[src/rtl/fetch_sequencer.sv]
// fetch_sequencer: instruction-fetch front end with a one-entry skid buffer,
// a pending-redirect register for redirects that arrive while a request is
// outstanding, and a halt path that drains the outstanding request.
// Optional feature: define PC_MISALIGN_TRAP_EN to send misaligned redirects
// to TRAP_VECTOR and pulse misalign_trap. When it is undefined, the low two
// target bits are ignored and misalign_trap stays 0.
module fetch_sequencer #(
  parameter logic [31:0] RESET_VECTOR = 32'h0000_0000,
  parameter logic [31:0] TRAP_VECTOR  = 32'h0000_0004
) (
  input  logic        clk,
  input  logic        rst,
  input  logic        stall,
  input  logic        redirect_valid,
  input  logic [31:0] redirect_pc,
  input  logic        halt,
  output logic        imem_req,
  output logic [31:0] imem_addr,
  input  logic        imem_ack,
  input  logic [31:0] imem_rdata,
  output logic        if_valid,
  output logic [31:0] if_pc,
  output logic [31:0] if_instr,
  output logic [31:0] pc_out,
  output logic        misalign_trap
);

  localparam logic [31:0] NOP = 32'h0000_0013;

  typedef enum logic [1:0] {FETCH, HOLD, HALTED} state_e;

  state_e      state_q, state_d;
  logic [31:0] pc_q, pc_d;
  logic        pend_q, pend_d;
  logic [31:0] pend_pc_q, pend_pc_d;
  logic        halting_q, halting_d;
  logic [31:0] skid_q, skid_d;
  logic        if_valid_q, if_valid_d;
  logic [31:0] if_pc_q, if_pc_d;
  logic [31:0] if_instr_q, if_instr_d;
  logic        trap_q, trap_d;

  logic        misaligned;
  logic [31:0] redir_target;
  logic        halt_eff;
  logic        redir_acc;

`ifdef PC_MISALIGN_TRAP_EN
  assign misaligned   = |redirect_pc[1:0];
  assign redir_target = misaligned ? TRAP_VECTOR : redirect_pc;
`else
  assign misaligned   = 1'b0;
  assign redir_target = redirect_pc & ~32'h0000_0003;
`endif

  // A halt seen earlier keeps its effect until the outstanding request drains.
  assign halt_eff  = halt | halting_q;
  assign redir_acc = redirect_valid && (state_q != HALTED) && !halt_eff;

  // State register.
  always_ff @(posedge clk) begin
    if (rst) state_q <= FETCH;
    else     state_q <= state_d;
  end

  // Next-state logic: halt outranks redirect, redirect outranks stall.
  always_comb begin
    state_d = state_q;
    case (state_q)
      FETCH: begin
        if (halt_eff)                  state_d = imem_ack ? HALTED : FETCH;
        else if (redir_acc)            state_d = FETCH;
        else if (imem_ack && pend_q)   state_d = FETCH;
        else if (imem_ack && stall)    state_d = HOLD;
        else                           state_d = FETCH;
      end
      HOLD: begin
        if (halt_eff)                  state_d = HALTED;
        else if (redir_acc || !stall)  state_d = FETCH;
        else                           state_d = HOLD;
      end
      default:                         state_d = HALTED;
    endcase
  end

  // Output logic: request only while fetching and never during reset.
  always_comb begin
    imem_req  = (state_q == FETCH) && !rst;
    imem_addr = pc_q;
  end

  // Datapath next values: PC, pending redirect, skid buffer and IF/ID entry.
  always_comb begin
    pc_d       = pc_q;
    pend_d     = pend_q;
    pend_pc_d  = pend_pc_q;
    halting_d  = halting_q;
    skid_d     = skid_q;
    if_valid_d = if_valid_q;
    if_pc_d    = if_pc_q;
    if_instr_d = if_instr_q;
    trap_d     = redir_acc & misaligned;
    case (state_q)
      FETCH: begin
        if (halt_eff) begin
          // Drain the outstanding request, then drop its response.
          if (imem_ack) begin
            halting_d  = 1'b0;
            pend_d     = 1'b0;
            if_valid_d = 1'b0;
          end else begin
            halting_d  = 1'b1;
          end
        end else if (redir_acc) begin
          if_valid_d = 1'b0;
          if (imem_ack) begin
            pc_d   = redir_target;
            pend_d = 1'b0;
          end else begin
            pend_d    = 1'b1;
            pend_pc_d = redir_target;
          end
        end else if (imem_ack && pend_q) begin
          // Response belongs to the flushed path.
          pc_d   = pend_pc_q;
          pend_d = 1'b0;
          if (!stall) if_valid_d = 1'b0;
        end else if (imem_ack && stall) begin
          skid_d = imem_rdata;
        end else if (imem_ack) begin
          if_valid_d = 1'b1;
          if_pc_d    = pc_q;
          if_instr_d = imem_rdata;
          pc_d       = pc_q + 32'd4;
        end else if (!stall) begin
          if_valid_d = 1'b0;
        end
      end
      HOLD: begin
        if (halt_eff) begin
          if_valid_d = 1'b0;
        end else if (redir_acc) begin
          if_valid_d = 1'b0;
          pc_d       = redir_target;
        end else if (!stall) begin
          if_valid_d = 1'b1;
          if_pc_d    = pc_q;
          if_instr_d = skid_q;
          pc_d       = pc_q + 32'd4;
        end
      end
      default: begin
        if_valid_d = 1'b0;
      end
    endcase
  end

  // Datapath registers.
  always_ff @(posedge clk) begin
    if (rst) begin
      pc_q       <= RESET_VECTOR;
      pend_q     <= 1'b0;
      pend_pc_q  <= 32'h0;
      halting_q  <= 1'b0;
      skid_q     <= 32'h0;
      if_valid_q <= 1'b0;
      if_pc_q    <= 32'h0;
      if_instr_q <= NOP;
      trap_q     <= 1'b0;
    end else begin
      pc_q       <= pc_d;
      pend_q     <= pend_d;
      pend_pc_q  <= pend_pc_d;
      halting_q  <= halting_d;
      skid_q     <= skid_d;
      if_valid_q <= if_valid_d;
      if_pc_q    <= if_pc_d;
      if_instr_q <= if_instr_d;
      trap_q     <= trap_d;
    end
  end

  assign if_valid      = if_valid_q;
  assign if_pc         = if_pc_q;
  assign if_instr      = if_instr_q;
  assign pc_out        = pc_q;
  assign misalign_trap = trap_q;

endmodule

[config.mk]
export PLATFORM = sky130hd
export DESIGN_NAME = fetch_sequencer
export DESIGN_NICKNAME = d
export VERILOG_FILES = /design/src/rtl/fetch_sequencer.sv
export SDC_FILE = /design/constraint.sdc
export NUM_CORES = 1
export LEC_CHECK = 0
export BUFFER_PORTS_ARGS = -buffer_cell sky130_fd_sc_hd__buf_2
export CORE_MARGIN = 2
export CORE_UTILIZATION = 45
export CTS_CLUSTER_DIAMETER = 200
export DETAILED_ROUTE_END_ITERATION = 10
export PLACE_DENSITY_LB_ADDON = 0.3
export SYNTH_ARGS = -nofsm -noshare
export SYNTH_HDL_FRONTEND = slang
export SYNTH_SLANG_ARGS = --single-unit
export TNS_END_PERCENT = 1
[constraint.sdc]
create_clock -name clk -period 3.5 [get_ports clk]
set_input_delay 0 -clock clk [delete_from_list [all_inputs] [get_ports clk]]
set_output_delay 0 -clock clk [all_outputs]
set_load 0.02 [all_outputs]
==> metrics.md <==
| Metric | Value |
|---|---|
| Core Region | `0.01600 sq mm` |
| Hold Crit Class | `in -> reg` |
| Antenna violations before repair | `1` |
| Most frequent cells after synthesis | `nand2_1 (278), dfxtp_1 (159), a21oi_1 (125)` |
| Vias/cell | `5.292` |
| First-pass GRT wire length | `33.48 mm` |
| Number of global-route vias before repair | `6548` |
| Max-cap violations | `0` |
| Placed wire-length estimate | `12.83 mm` |
| Power Total | `4.195 mW` |
| Worst setup margin | `1.072 ns` |
| Clock-pin slew of the registers on the worst-case setup and hold paths | `0.07 ns` |
| Vias | `7277` |
| Fin Hold WS | `0.09839 ns` |
| Leak | `3.859 nW` |
| Crit Path Max Fanout | `30` |
| Area of the multi-input gates | `0.003641 sq mm` |
| Top delay family on crit path | `simple AND/OR/NAND/NOR gates` |
| Setup violations, final | `0` |
| 1st-pass router iterations | `5` |
| Critical Path RT | `3.77 ns` |
| Worst Tran Pin Value | `0.9215 ns` |
| TritonCTS clock tree | `built` |
| Nets | `1216` |
| Antenna Violating Nets Remaining | `0` |
| PwrDens | `443.2 mW/mm^2` |
| Die Span X | `132.3 um` |
| Hold Crit Start | `rst` |
| Final wirelength | `20.49 mm` |
| Top-Level Pins | `201` |
| Fillers | `1468` |
| # DRC | `0` |
| Endpoints failing hold | `0` |
| Routability cong. | `0.8055` |
| Post-synth EDFFs | `0` |
| Fin area | `0.009465 sq mm` |
| Period utilization | `69.38%` |
| Clk_skew | `0.01115 ns` |
| Crit-path slowest cell | `and3_1` |
| Largest net degree at the start of global routing | `86` |
| Asr flop ratio synth | `0%` |
| Worst slack, placed | `1.102 ns` |
| Crit Path Class | `reg -> reg` |
| Clock sinks | `159` |
| Cell with the most instances after synthesis | `nand2_1` |
| Die H | `132.3 um` |
| CP Capture Type | `flop` |
| Core Util, Final | `59.16%` |
| Effective utilization at floorplan | `46.26%` |
| Crit-path max cell delay | `0.65 ns` |
| CTS root buf | `clkbuf_16` |
| Startpoint Class | `flop` |
| Clock tree buffer depth | `2` |
| CTS buffer count | `17` |
| Synth cell types | `61` |
| WP buf/inv | `2` |
| Layout area overhead | `27.87%` |
| Non-Filler Instances | `1375` |
| Iter 0 DRT Violations | `443` |
| Register bit total from synthesis | `159` |
| VDD IR max | `0.3477 mV` |
| Mapped Area | `0.007402 sq mm` |
| CTS H-tree depth | `4` |
| Crit path launch | `state_q[0]` |
| Placed instance area | `0.008230 sq mm` |
| Slew headroom | `38.57%` |
| Status | `completed` |
| R2r startpoint | `state_q[0]` |
| Critical Path AT | `2.69 ns` |
| Syn avg cell area | `7.767 sq um` |
| DIE AREA | `0.01749 sq mm` |
| PortBufs | `191` |
| Post-Syn Instances | `953` |
| CP cell instances | `nand2b_1, and3_1, buf_4, nand2_1, buf_4, nand2_1, a21oi_1` |
| Reg area | `0.003183 sq mm` |
| Max Slew Vio Count | `0` |
| Total negative setup slack | `0 ns` |
| Synth area leaders | `dfxtp_1 (43%), nand2_1 (14%), a21oi_1 (8.5%), buf_4 (4.1%), a311oi_1 (3.5%)` |
| Crit path time final | `2.428 ns` |
| # placed instances | `1277` |
| Post-cts sizing count | `0` |
| Top cell type's share of synthesized area | `43.00%` |
| Clk_lat worst skew | `0.43 ns` |
| F_max | `411.8 MHz` |
| GRT Total Usage | `23.38%` |
| Post-synthesis sequential area ratio | `43.00%` |
| Average routed wire per standard cell | `14.90 um` |
| Leading area contributor after synthesis | `dfxtp_1` |
| Site Rows | `46` |
| Ratio of cells with drive above 1 in the final layout | `23.23%` |
| Yosys Warn Count | `0` |
| Total congestion overflow | `0` |
| RSZ-0062 raised after global routing | `no` |
| Top_reg_cell synth | `dfxtp_1` |
[flip-flops by register name, summed over array words and instances (netlist names)]
| register | count |
|---|---|
| halting_q | 1 |
| if_pc | 30 |
| pend_pc_q | 30 |
| if_instr | 32 |
| imem_addr | 30 |
| state_q | 2 |
| pend_q | 1 |
| skid_q | 32 |
| if_valid | 1 |
[worst paths after layout]
| path | endpoint | cells after the start | slack [ns] |
|---|---|---|---|
| max | pend_pc_q[19] | 7 | 1.07 |
| min | if_instr[0] | 3 | 0.1 |
| max reg2reg | pend_pc_q[19] | 7 | 1.07 |
| min reg2reg | if_pc[28] | 2 | 0.45 |
[area by class of cell]
type	count	share of cell area, %
multi-input combinational	685	38.47
timing repair buffer	274	18.56
tap	216	2.855
sequential	159	33.63
inverter	8	0.3173
clock buffer	19	4.785
antenna	1	0.02644
clock inverter	13	1.362
[metal layers]
layer | routed length, um | global-route usage (%) | vias up
met5 | 0 | 0 | -
met4 | 385 | 8.065 | 0
met3 | 1073 | 4.498 | 26
met2 | 9891 | 39.21 | 230
met1 | 9135 | 30.19 | 3405
li1 | - | - | 3616
[cells in the final DEF (no fill, tap or decap), types with 4 or more instances in the layout]
cell	n
inv_1	7
nor2_1	66
clkbuf_16	17
nand3_1	25
a221o_1	9
a21oi_1	125
nor3_1	12
clkinv_4	5
dfxtp_1	159
and4_1	5
a211o_1	8
conb_1	7
o21ai_0	14
xnor2_1	12
a311oi_1	30
nor3_2	7
a211oi_1	5
inv_6	4
nand2_1	278
buf_2	190
buf_4	18
xor2_1	12
dlygate4sd3_1	65
[kinds of logic (layout without fill, tap and decap cells)]
kind of cell | Yosys count | count (layout) | share of synthesized area, %
and+or+nand+nor | 428 | 428 | 25.52
AOI/OAI and AO/OA | 222 | 222 | 19.68
DFF | 159 | 159 | 43.00
buffers and inverters | 115 | 314 | 8.316
xor gates and xnor gates | 24 | 24 | 2.840
muxes | 3 | 3 | 0.4226
adders and majority gates | 1 | 1 | 0.1690
other | 1 | 8 | 0.05066
[where the power goes]
part	internal [mW]	switching, mW	total, mW	leakage (nW)
Sequential	1.86	0.0533	1.91	1.29
Combinational	0.187	0.278	0.465	2.29
Clock	1.03	0.788	1.82	0.281
Total	3.08	1.12	4.20	3.86
[repair_timing]
action,4_1_cts,5_1_grt
endpoints found under the hold margin,123,0
setup buffers,0,0
hold buffers,65,0
[worst register-to-register path, stage by stage, from the launching register on]
cell	delay (ns)
dfxtp_1	0.52
nand2b_1	0.18
and3_1	0.65
buf_4	0.38
nand2_1	0.08
buf_4	0.26
nand2_1	0.15
a21oi_1	0.07
No activity file was read; power rests on OpenSTA's default activity.
